$ cat src/rtl/writeback_stage_pkg.sv
// Shared CPU package for the writeback stage.
// Holds the result-source (wb_sel) encodings, the RV32I load funct3 codes,
// the writeback state enumeration and a small alignment-check helper.
package writeback_stage_pkg;

    // Result source selector carried down the pipeline with each instruction
    typedef enum logic [1:0] {
        WB_ALU  = 2'b00,
        WB_LOAD = 2'b01,
        WB_PC4  = 2'b10,
        WB_NONE = 2'b11
    } wb_sel_e;

    // RV32I load width/sign codes; the reserved codes (011, 110, 111) behave as LW
    localparam logic [2:0] F3_LB  = 3'b000;
    localparam logic [2:0] F3_LH  = 3'b001;
    localparam logic [2:0] F3_LW  = 3'b010;
    localparam logic [2:0] F3_LBU = 3'b100;
    localparam logic [2:0] F3_LHU = 3'b101;

    // Writeback sequencing states
    typedef enum logic {
        ST_IDLE     = 1'b0,
        ST_WAIT_MEM = 1'b1
    } wb_state_e;

    // Byte loads are never misaligned, halfwords need an even address and
    // words (including the reserved codes) need a word-aligned address.
    function automatic logic load_misaligned(input logic [2:0] funct3,
                                             input logic [1:0] offset);
        logic result;
        case (funct3)
            F3_LB, F3_LBU: result = 1'b0;
            F3_LH, F3_LHU: result = offset[0];
            default:       result = (offset != 2'b00);
        endcase
        return result;
    endfunction

endpackage

$ cat src/rtl/writeback_stage_load_align_ext.sv
// load_align_ext: combinational load data extraction.
// Picks the byte or halfword addressed by the low address bits out of an
// aligned 32-bit memory word and sign- or zero-extends it to 32 bits.
// Ports:
//   funct3  - load width/sign code
//   offset  - byte offset within the word (address bits [1:0])
//   word    - aligned memory word
//   data    - extended load result
module load_align_ext
    import writeback_stage_pkg::*;
(
    input  logic [2:0]  funct3,
    input  logic [1:0]  offset,
    input  logic [31:0] word,
    output logic [31:0] data
);

    logic [7:0]  sel_byte;
    logic [15:0] sel_half;

    // Select the addressed byte and halfword, then extend according to the
    // load code; anything not a byte/halfword load returns the full word.
    always_comb begin
        sel_byte = word[7:0];
        case (offset)
            2'd0: sel_byte = word[7:0];
            2'd1: sel_byte = word[15:8];
            2'd2: sel_byte = word[23:16];
            2'd3: sel_byte = word[31:24];
            default: sel_byte = word[7:0];
        endcase

        sel_half = offset[1] ? word[31:16] : word[15:0];

        data = word;
        case (funct3)
            F3_LB:   data = {{24{sel_byte[7]}}, sel_byte};
            F3_LH:   data = {{16{sel_half[15]}}, sel_half};
            F3_LBU:  data = {24'd0, sel_byte};
            F3_LHU:  data = {16'd0, sel_half};
            default: data = word;
        endcase
    end

endmodule

$ cat src/rtl/writeback_stage.sv
// writeback_stage: final pipeline stage writing results to the register file.
// ALU and link results commit one cycle after acceptance; loads wait in
// WAIT_MEM for the memory response and commit the cycle after it arrives.
// Ports:
//   clk, rst          - clock and synchronous active-high reset
//   in_valid/in_ready - MEM/WB handshake (ready only in IDLE, low in reset)
//   in_rd, in_wb_sel, in_funct3, in_alu_result, in_pc_plus4 - instruction
//   mem_rsp_valid/mem_rsp_data - load response word
//   write_en, rd, wd  - register-file write port (registered)
//   load_misalign     - one-cycle misaligned-load pulse
//   retired           - retired-instruction counter
module writeback_stage
    import writeback_stage_pkg::*;
#(
    parameter int XLEN = 32
) (
    input  logic            clk,
    input  logic            rst,
    input  logic            in_valid,
    output logic            in_ready,
    input  logic [4:0]      in_rd,
    input  logic [1:0]      in_wb_sel,
    input  logic [2:0]      in_funct3,
    input  logic [XLEN-1:0] in_alu_result,
    input  logic [XLEN-1:0] in_pc_plus4,
    input  logic            mem_rsp_valid,
    input  logic [XLEN-1:0] mem_rsp_data,
    output logic            write_en,
    output logic [4:0]      rd,
    output logic [XLEN-1:0] wd,
    output logic            load_misalign,
    output logic [31:0]     retired
);

    wb_state_e   state;
    logic [4:0]  pend_rd;
    logic [2:0]  pend_funct3;
    logic [1:0]  pend_offset;
    logic [31:0] load_data;
    logic        accept;

    // Ready only while idle, and held low during the reset cycle so nothing
    // is taken while the stage is being cleared.
    assign in_ready = (state == ST_IDLE) && !rst;
    assign accept   = in_valid && in_ready;

    // Extraction works on the latched load attributes and the response word.
    load_align_ext u_load_align_ext (
        .funct3 (pend_funct3),
        .offset (pend_offset),
        .word   (mem_rsp_data),
        .data   (load_data)
    );

    // Main sequencer. write_en and load_misalign default low each cycle so
    // they are strictly single-cycle pulses; rd/wd hold when not writing.
    // retired counts every commit, including writes suppressed for x0.
    always_ff @(posedge clk) begin
        if (rst) begin
            state         <= ST_IDLE;
            write_en      <= 1'b0;
            rd            <= 5'd0;
            wd            <= '0;
            load_misalign <= 1'b0;
            retired       <= 32'd0;
            pend_rd       <= 5'd0;
            pend_funct3   <= 3'd0;
            pend_offset   <= 2'd0;
        end else begin
            write_en      <= 1'b0;
            load_misalign <= 1'b0;
            case (state)
                ST_IDLE: begin
                    if (accept) begin
                        case (wb_sel_e'(in_wb_sel))
                            WB_ALU: begin
                                write_en <= (in_rd != 5'd0);
                                rd       <= in_rd;
                                wd       <= in_alu_result;
                                retired  <= retired + 32'd1;
                            end
                            WB_PC4: begin
                                write_en <= (in_rd != 5'd0);
                                rd       <= in_rd;
                                wd       <= in_pc_plus4;
                                retired  <= retired + 32'd1;
                            end
                            WB_LOAD: begin
                                if (load_misaligned(in_funct3, in_alu_result[1:0])) begin
                                    load_misalign <= 1'b1;
                                end else begin
                                    pend_rd     <= in_rd;
                                    pend_funct3 <= in_funct3;
                                    pend_offset <= in_alu_result[1:0];
                                    state       <= ST_WAIT_MEM;
                                end
                            end
                            default: begin
                                retired <= retired + 32'd1;
                            end
                        endcase
                    end
                end
                ST_WAIT_MEM: begin
                    if (mem_rsp_valid) begin
                        write_en <= (pend_rd != 5'd0);
                        rd       <= pend_rd;
                        wd       <= load_data;
                        retired  <= retired + 32'd1;
                        state    <= ST_IDLE;
                    end
                end
                default: state <= ST_IDLE;
            endcase
        end
    end

endmodule

$ cat config.mk
export PLATFORM = sky130hd
export DESIGN_NAME = writeback_stage
export DESIGN_NICKNAME = d
export VERILOG_FILES = /design/src/rtl/writeback_stage_pkg.sv /design/src/rtl/writeback_stage_load_align_ext.sv /design/src/rtl/writeback_stage.sv
export SDC_FILE = /design/constraint.sdc
export NUM_CORES = 1
export LEC_CHECK = 0
export CELL_PAD_IN_SITES_DETAIL_PLACEMENT = 0
export CELL_PAD_IN_SITES_GLOBAL_PLACEMENT = 2
export CORE_MARGIN = 2
export CORE_UTILIZATION = 21
export CTS_CLUSTER_SIZE = 14
export DETAILED_ROUTE_END_ITERATION = 12
export MAX_ROUTING_LAYER = met4
export PLACE_DENSITY = 0.82
export SETUP_SLACK_MARGIN = 0.4
export SYNTH_ARGS = -nofsm -noshare
export SYNTH_HDL_FRONTEND = slang
export SYNTH_HIERARCHICAL = 1
export SYNTH_SLANG_ARGS = --single-unit
$ cat constraint.sdc
create_clock -name clk -period 1.8 [get_ports clk]
set_input_delay 0.18 -clock clk [delete_from_list [all_inputs] [get_ports clk]]
set_output_delay 0.18 -clock clk [all_outputs]
set_load 0.02 [all_outputs]
; Word-level counts from Yosys, hierarchy flattened
; Cells that the tools add are included.
; Widths: inputs -> output; s select.
[op_classes]
n_eq_ne = 16
mux = 30
bitwise = 4
reduce_logical = 18
add_sub_neg = 1
[op_table]
columns = operator, n
row1 = $pmux 32 s2, 3
row2 = $mux 32, 5
row3 = $pmux 32 s4, 1
row4 = $add 32x1->32 const B, 1
row5 = $pmux 8 s4, 1
row6 = $mux 16, 1
row7 = $mux 5, 3
row8 = $eq 3x3->1 const B, 4
row9 = $mux 1, 12
row10 = $pmux 5 s2, 1
row11 = $reduce_bool 5->1, 2
row12 = $reduce_and 3->1, 3
row13 = $ne 2x2->1 const B, 4
row14 = $eq 2x2->1 const B, 3
row15 = $eq 3x1->1 const B, 2
row16 = $logic_not 3->1, 2
row17 = $pmux 1 s2, 3
row18 = $reduce_or 2->1, 3
row19 = $eq 2x1->1 const B, 2
row20 = $logic_not 2->1, 2
row21 = $not 1->1, 4
row22 = $reduce_and 4->1, 1
row23 = $reduce_or 4->1, 1
row24 = $ne 3x1->1 const B, 1
row25 = other kinds (3), 4
[totals]
input_bits = 110
regBits = 82
out_inout_bits = 72
elab_cells = 78

; Depth between registers and ports, before layout
; Gate-level depths: netlist (run 1).
[logic_depth]
depth_word = 11
depth_mapped = 11
depth_no_buf = 8

; Modules after synthesis
; Netlist (run 1), hierarchy kept.
[modules_own_cells]
columns = mod, seq_area_each_um2, instances, cells_per_inst, area_per_inst_um2
row1 = writeback_stage, 1641.6, 1, 502, 4011.3
row2 = load_align_ext, 0.0, 1, 110, 649.4

; Least setup slack after synthesis (run 1)
; Ideal clock, no wire load.
[synth_timing]
kind = register -> register
startpoint = register retired[0]
endpoint = register retired[24]
required_time_ns = 1.730
setup_ns = 0.070
t_arrival_ns = 1.834
path_buffers = 1
path_slack_ns = -0.104
stages_incl_launch_ff = 8
period_less_slack_ns = 1.904
cell_sequence = dfxtp_1 -> ha_1 -> nand4_1 -> nor2_1 -> nand4_1 -> buf_2 -> or3_1 -> a21oi_1
[synth_between]
elab_chain_len = 4
elab_cells_between_ends = 5
classes_between = add/sub: 1 / mux: 4
[synth_lines]
columns = element, line_no
row1 = from (decl), writeback_stage.sv:32  ; output logic [31:0] retired
row2 = from (signal assigned), writeback_stage.sv:80  ; retired <= retired + 32'd1;
row3 = from (signal assigned), writeback_stage.sv:86  ; retired <= retired + 32'd1;
row4 = from (signal assigned), writeback_stage.sv:99  ; retired <= retired + 32'd1;
row5 = $add 32x1->32 (*), --
row6 = $mux 32, --
row7 = $mux 32, writeback_stage.sv:74  ; if (accept) begin
row8 = $pmux 32 s2 (*), writeback_stage.sv:72  ; case (state)
; Every way passes the cells marked *; elsewhere a longest branch is shown, timed or not. The select of a mux whose other input is x is not followed.
; A chain may end at the register's enable or synchronous reset.

; Final worst setup path (run 1)
[layout_timing]
startpoint = register state
endpoint = register retired[28]
[layout_between]
elab_chain_len = 5
elab_cells_between_ends = 8
classes_between = eq/ne: 3 / mux: 1 / bitwise: 1 / reduce/logical: 3
[layout_lines]
columns = element, line_no
row1 = from (decl), writeback_stage.sv:35  ; wb_state_e state;
row2 = from (signal assigned), writeback_stage.sv:60  ; state <= ST_IDLE;
row3 = from (signal assigned), writeback_stage.sv:95  ; state <= ST_WAIT_MEM;
row4 = from (signal assigned), writeback_stage.sv:110  ; state <= ST_IDLE;
row5 = $not 1->1 (no line), --
row6 = $logic_and 1x1->1, writeback_stage.sv:44  ; assign in_ready = (state == ST_IDLE) && !rst;
row7 = $logic_and 1x1->1, writeback_stage.sv:45  ; assign accept = in_valid && in_ready;
row8 = $ne 2x2->1 (no line), --
row9 = $reduce_and 3->1 (no line), --
; Parallel ways exist; a longest one is shown, timed or not.

==> results of run 1 <==
==> registers in the layout (all words and copies together), names as in the netlist <==
name,count
retired,32
wd,32
pend_rd,5
rd,5
pend_funct3,3
pend_offset,2
load_misalign,1
state,1
write_en,1
==> path summary, 6_finish.rpt <==
check / start / endpoint / slack, ps / depth (start not counted)
max: state / retired[28] / -40 / 6
min: rst / load_misalign / 340 / 6
max reg2reg: state / retired[28] / -40 / 6
min reg2reg: wd[25] / wd[25] / 450 / 2
==> report_power, final <==
group / switching, mW / leakage, nW / internal, mW
clock network: 0.851 / 0.132 / 0.947
logic: 0.430 / 2.55 / 0.535
registers: 0.0282 / 0.681 / 1.84
total: 1.31 / 3.36 / 3.32
==> layer usage <==
layer  vias up  part of all wire, %  global-route usage [%]  routed length [µm]
met5         -                    0                       -                   0
met4         0                  1.9                    5.47                 357
met3        24                  4.5                    2.92                 827
met1      2431                   45                    20.1                8420
met2       145                   48                    25.8                8970
li1       2617                    -                       -                   -
==> through the flow <==
step,util [%],hold WS (ps)
final,37.8,340
after global routing,37.8,335
after CTS,36.6,332
after detailed placement,32.9,446
after global placement,32.9,440
after floorplan,-,323
==> critical path, delay by kind of cell, from the launching register on <==
family	cells	cell delay, ps
and+or+nand+nor	4	1120
DFF	1	340
buffers and inverters	1	180
AOI/OAI and AO/OA	1	130
==> cells in the mapped netlist (all sizes together) (3+ instances only) <==
master / number
and2: 5
buf: 12
nand2: 156
mux2i: 49
a22o: 7
a211oi: 5
nand4: 19
o21ai: 53
o31ai: 4
xor2: 18
dfxtp: 82
nor2: 47
clkbuf: 31
or4: 6
nand3: 14
a21oi: 47
or3: 7
nor2b: 3
a22oi: 13
mux2: 7
inv: 5
==> area by class of cell <==
class | count | share of cell area (%)
multi-input cells | 483 | 38.0
repair buffers | 275 | 33.5
clock buffers | 9 | 2.73
clock inverters | 7 | 0.606
flip-flops and latches | 82 | 20.6
well taps | 280 | 4.24
inverters | 5 | 0.227
==> logic make-up after synthesis <==
| kind of cell | count (synthesis) |
|---|---|
| multiplexers | 57 |
| XOR/XNOR | 20 |
| adder cells (fa/ha/maj) | 1 |
| buffers and inverters | 48 |
| AO/OA/AOI/OAI | 135 |
| flip-flops | 82 |
| AND/OR/NAND/NOR | 269 |
==> repair_timing <==
action                                  CTS  global route
pin swaps                                44            20
endpoints found under the setup margin  148            80
cloned                                    6             1
setup buffers                            22            15
resized for setup                       169            28
==> results.toml, run 1 <==
[synthesis]
synth_top_area_share_pct = 35.2
synth-simple-area-share_pct = 26.5
syn_area_per_cell_um2 = 7.62
synthAdderAreaFrac_pct = 0.268
syn_nets = 723
muxShareOfSynthArea_pct = 12.7
yosys.area.top_type = "dfxtp_1"
synth_warnings = 6
synth_xor_area_share_pct = 3.76
yosysSeqAreaShare_pct = 35.2
synth_enable_flop_cells = 0
async_reset_ff_share_pct = 0
netlist_area_mm2 = 0.00466
synth_flop_cell = "dfxtp_1"
synth-compound-area-share_pct = 16.8
synth.distinct_cells = 50
synth_top_family_by_area = "simple AND/OR/NAND/NOR gates"
synthTopCellsByArea = "dfxtp_1 35%, nand2_1 12%, mux2i_1 11%, o21ai_0 5.6%, a21oi_1 4.9%"
ys_ff_latch = 82
synth_cells = 612

[worst_setup_path]
cp-start-kind = "flip-flop"
critPathMaxFanout = 6
cp_slowest_cell = "or4_1"
critPathKind = "flip-flop to flip-flop"
cp.required_ps = 2070
cp.arrival_ps = 2110
cp_cell_sequence = "or3b_4 > nand2_4 > nand4_1 > buf_6 > or4_1 > a21oi_1"
cp_slowest_stage_delay_ps = 460
crit_path_end_kind = "flip-flop"

[worst_hold_path]
min_path_type = "primary input to flip-flop"

[global_route]
antenna_found_initial = 0
grt_pass1_vias = 5162
grt_pass1_wl_um = 28600
grt_overflow = 0
grt_start_max_net_pins = 82
grtUsageTotal_pct = 16.0

[floorplanning]
die_w_um = 153
rows = 54
die_area_mm2 = 0.0234
core_mm2 = 0.0218
die_y_um = 153
ioPinCount = 182
start_util_pct = 21.4

[clock_network]
cts_tree = "built"
hold_buffers = 0
cts_root_buf = "clkbuf_16"
cts_buffers = 9
clk_latency_ps = 340
cts.sinks = 82
cts_buffer_depth = 2
clk_pin_slew_ps = 70
ctsHtreeMaxLevel = 3

[drt]
first_pass_iters = 4
wl_per_cell_um = 16.3
drc = 0
drt_iter0_drc = 239
wirelength_um = 18600
ant_nets = 0
vias = 5217
viasPerCell = 4.57

[placement]
port_buffers = 181
place_area_mm2 = 0.00717
dp.cells = 1081
hpwl_um = 12600
pre_cts_ws_ps = -326
gp_congestion = 0.830

[timing]
setup_viol = 4
min_period_over_period_pct = 102
drv_slew = 0
fin_worst_skew_ps = 10.7
hold_viol = 0
setup_slack_ps = -38.8
period_minus_slack_ps = 1840
rsz0062_at_grt = "true"
relSlewSlack_pct = 36.8
worstMarginPinSlew_ps = 947
max_freq_mhz = 544
fin_tns_setup_ps = -102

[final_layout]
diodes = 0
area_growth_pct = 77.1
seq_area_mm2 = 0.00170
design_area_mm2 = 0.00826
nets = 967
final_common_cell = "nand2_1"
final_cell_mix = "143 x nand2_1, 108 x clkdlybuf4s50_1, 71 x dlygate4sd2_1"
final_cells = 1141
multi_input_area_mm2 = 0.00314
drive_above_1_share_pct = 25.0
fillers = 2267

[pwr]
report.power.total_mw = 4.63
p_leak_nw = 3.36
power.density_mw_per_mm2 = 561
peakVddDrop_v = 0.000313

[flow_run]
cap_violations = 0

[run_status]
violations = "setup timing"
status = "finished with violations"
(Power assumes the default switching activity.)
==> run 2, diff against run 1 <==
--- a/config.mk
+++ b/config.mk
@@ -11,9 +11,9 @@
 export CORE_UTILIZATION = 21
 export CTS_CLUSTER_SIZE = 14
 export DETAILED_ROUTE_END_ITERATION = 12
-export MAX_ROUTING_LAYER = met4
 export PLACE_DENSITY = 0.82
 export SETUP_SLACK_MARGIN = 0.4
+export SLEW_MARGIN = 5
 export SYNTH_ARGS = -nofsm -noshare
 export SYNTH_HDL_FRONTEND = slang
 export SYNTH_HIERARCHICAL = 1
==> run 2 against run 1 <==
The run still ends with setup timing left. Power about the same. Fmax increased by 0.14%. Sequential power about the same. Global-route usage fell by 0.48 points. Count of clock-buffer cells in the layout unchanged. Flip-flop and latch count unchanged. First-iteration DRC count increased by 18%. Critical path type unchanged. Clock skew is 0.56 ps higher. Combinational power is essentially flat. Hold slack improved by 0.73 ps. Routed wire length about the same.
==> results.toml, run 2 (synthesis results as in run 1) <==
[run_status]
status = "finished with violations"
violations = "setup timing"

[timing]
fin_worst_skew_ps = 11.3
rsz0062_at_grt = "true"
hold_viol = 0
period_minus_slack_ps = 1840
min_period_over_period_pct = 102
hold_slack_ps = 340
setup_slack_ps = -36.3
max_freq_mhz = 545
worstMarginPinSlew_ps = 964
drv_slew = 0
relSlewSlack_pct = 35.7
setup_viol = 4

[final_layout]
reg_top3 = "retired: 32 flops, wd: 32 flops"
area_growth_pct = 77.2
final_common_cell = "nand2_1"
diodes = 0
drive_above_1_share_pct = 24.9
multi_input_area_mm2 = 0.00314
nets = 967
final_cell_mix = "144 x nand2_1, 108 x clkdlybuf4s50_1, 71 x dlygate4sd2_1"
seq_area_mm2 = 0.00170
fillers = 2263

[worst_setup_path]
cp-start-kind = "flip-flop"
critPathKind = "flip-flop to flip-flop"
crit_path_end_kind = "flip-flop"
critPathMaxFanout = 6
r2r-start = "state"
cp.arrival_ps = 2110
r2r_setup_slack_ps = -40
cp_slowest_stage_delay_ps = 460
reg2reg_depth = 6
cp.required_ps = 2070
cp_slowest_cell = "or4_1"
cp_cell_sequence = "or3b_4 > nand2_4 > nand4_1 > buf_6 > or4_1 > a21oi_1"
rr_endpoint = "retired[28]"

[floorplanning]
core_mm2 = 0.0218
start_util_pct = 21.4
rows = 54
ioPinCount = 182
die_y_um = 153
die_w_um = 153
die_area_mm2 = 0.0234

[clock_network]
hold_buffers = 0
clk_latency_ps = 340
cts.sinks = 82
clk_pin_slew_ps = 70
cts_root_buf = "clkbuf_16"
cts_buffer_depth = 2
cts_tree = "built"
ctsHtreeMaxLevel = 3
cts_buffers = 9

[placement]
port_buffers = 181
hpwl_um = 12600
gp_congestion = 0.818
pre_cts_ws_ps = -326

[pwr]
power_frac_seq_pct = 40.3
p_switching_mw = 1.31
power.density_mw_per_mm2 = 561
clockPowerShare_pct = 38.8
intPower_mw = 3.32
p_leak_nw = 3.36
pwr-share-comb_pct = 20.9
peakVddDrop_v = 0.000312
sw_frac_of_total_pct = 28.3

[worst_hold_path]
hp-start = "rst"
min_path_type = "primary input to flip-flop"
holdPathEnd = "load_misalign"
min_path_cells = 6

[global_route]
grtUsageTotal_pct = 15.5
grt_pass1_vias = 5147
grt_overflow = 0
grt_pass1_wl_um = 28600
antenna_found_initial = 0
grt_start_max_net_pins = 82

[drt]
first_pass_iters = 6
wl_per_cell_um = 16.3
vias = 5227
wirelength_um = 18600
drt_iter0_drc = 281
drc = 0
ant_nets = 0
viasPerCell = 4.58

[flow_run]
cap_violations = 0
## run 2: cell counts in the layout (fill, tap and decap cells not counted)
Identical to the previous run, type by type.
## run 2: worst max-delay path by stage
| stage | from | endpoint | slack [ps] | cells after the start |
|---|---|---|---|---|
| 6_report | state | retired[28] | -40 | 6 |
| 5_1_grt | pend_offset[1] | wd[28] | -110 | 9 |
| 4_1_cts | pend_offset[1] | wd[27] | -20 | 9 |
| 3_5_place_dp | in_valid | retired[26] | -330 | 7 |
| 3_3_place_gp | in_valid | retired[26] | -330 | 7 |
| 2_1_floorplan | pend_offset[1] | wd[30] | 30 | 10 |
## run 2: layout make-up
| cell class | count | share of cell area [%] |
|---|---|---|
| sequential | 82 | 20.6 |
| timing repair buffer | 275 | 33.5 |
| clock buffer | 9 | 2.73 |
| clock inverter | 7 | 0.606 |
| multi-input combinational | 483 | 38.1 |
| tap | 280 | 4.24 |
| inverter | 5 | 0.227 |
## run 2: repair_timing
| item | CTS | global route |
|---|---|---|
| setup buffers | 22 | 15 |
| pin swaps | 44 | 21 |
| setup endpoints to repair | 148 | 80 |
| resized for setup | 169 | 25 |
| cloned | 6 | 1 |
## run 2: power by group through the flow
stage / sequential (mW) / clock [mW] / combinational [mW]
finish: 1.87 / 1.80 / 0.967
global route: 1.88 / 1.94 / 1.05
CTS: 1.87 / 1.87 / 0.925
detailed placement: 1.91 / 0 / 0.846
global placement: 1.91 / 0 / 0.844
floorplan: 1.96 / 0 / 0.311
## run 2: routing by layer
layer	track usage [%]	share of wire, %	routed length, µm	vias to the layer above
met5	0	0	0	-
met4	5.47	1.9	360	0
met3	3.37	5.2	967	23
met2	25.8	49	9010	151
met1	19.8	44	8240	2435
li1	-	-	-	2618
## run 2: worst max-delay path: cells and delay by family (launching register included)
kind / cells / cell delay (ps)
AO/OA/AOI/OAI: 1 / 130
buffers and inverters: 1 / 180
flip-flops: 1 / 340
AND/OR/NAND/NOR: 4 / 1120
## run 2: stage by stage
step,std cells,TNS (ps),power (mW),util (%),cell area [µm²]
after CTS,1125,-87.1,4.67,36.6,7990
after global routing,1141,-2140,4.86,37.8,8260
final,1141,-103,4.64,37.8,8260
after global placement,1081,-12430,2.76,32.9,7170
after detailed placement,1081,-13270,2.76,32.9,7170
after floorplan,612,0,2.27,-,4770
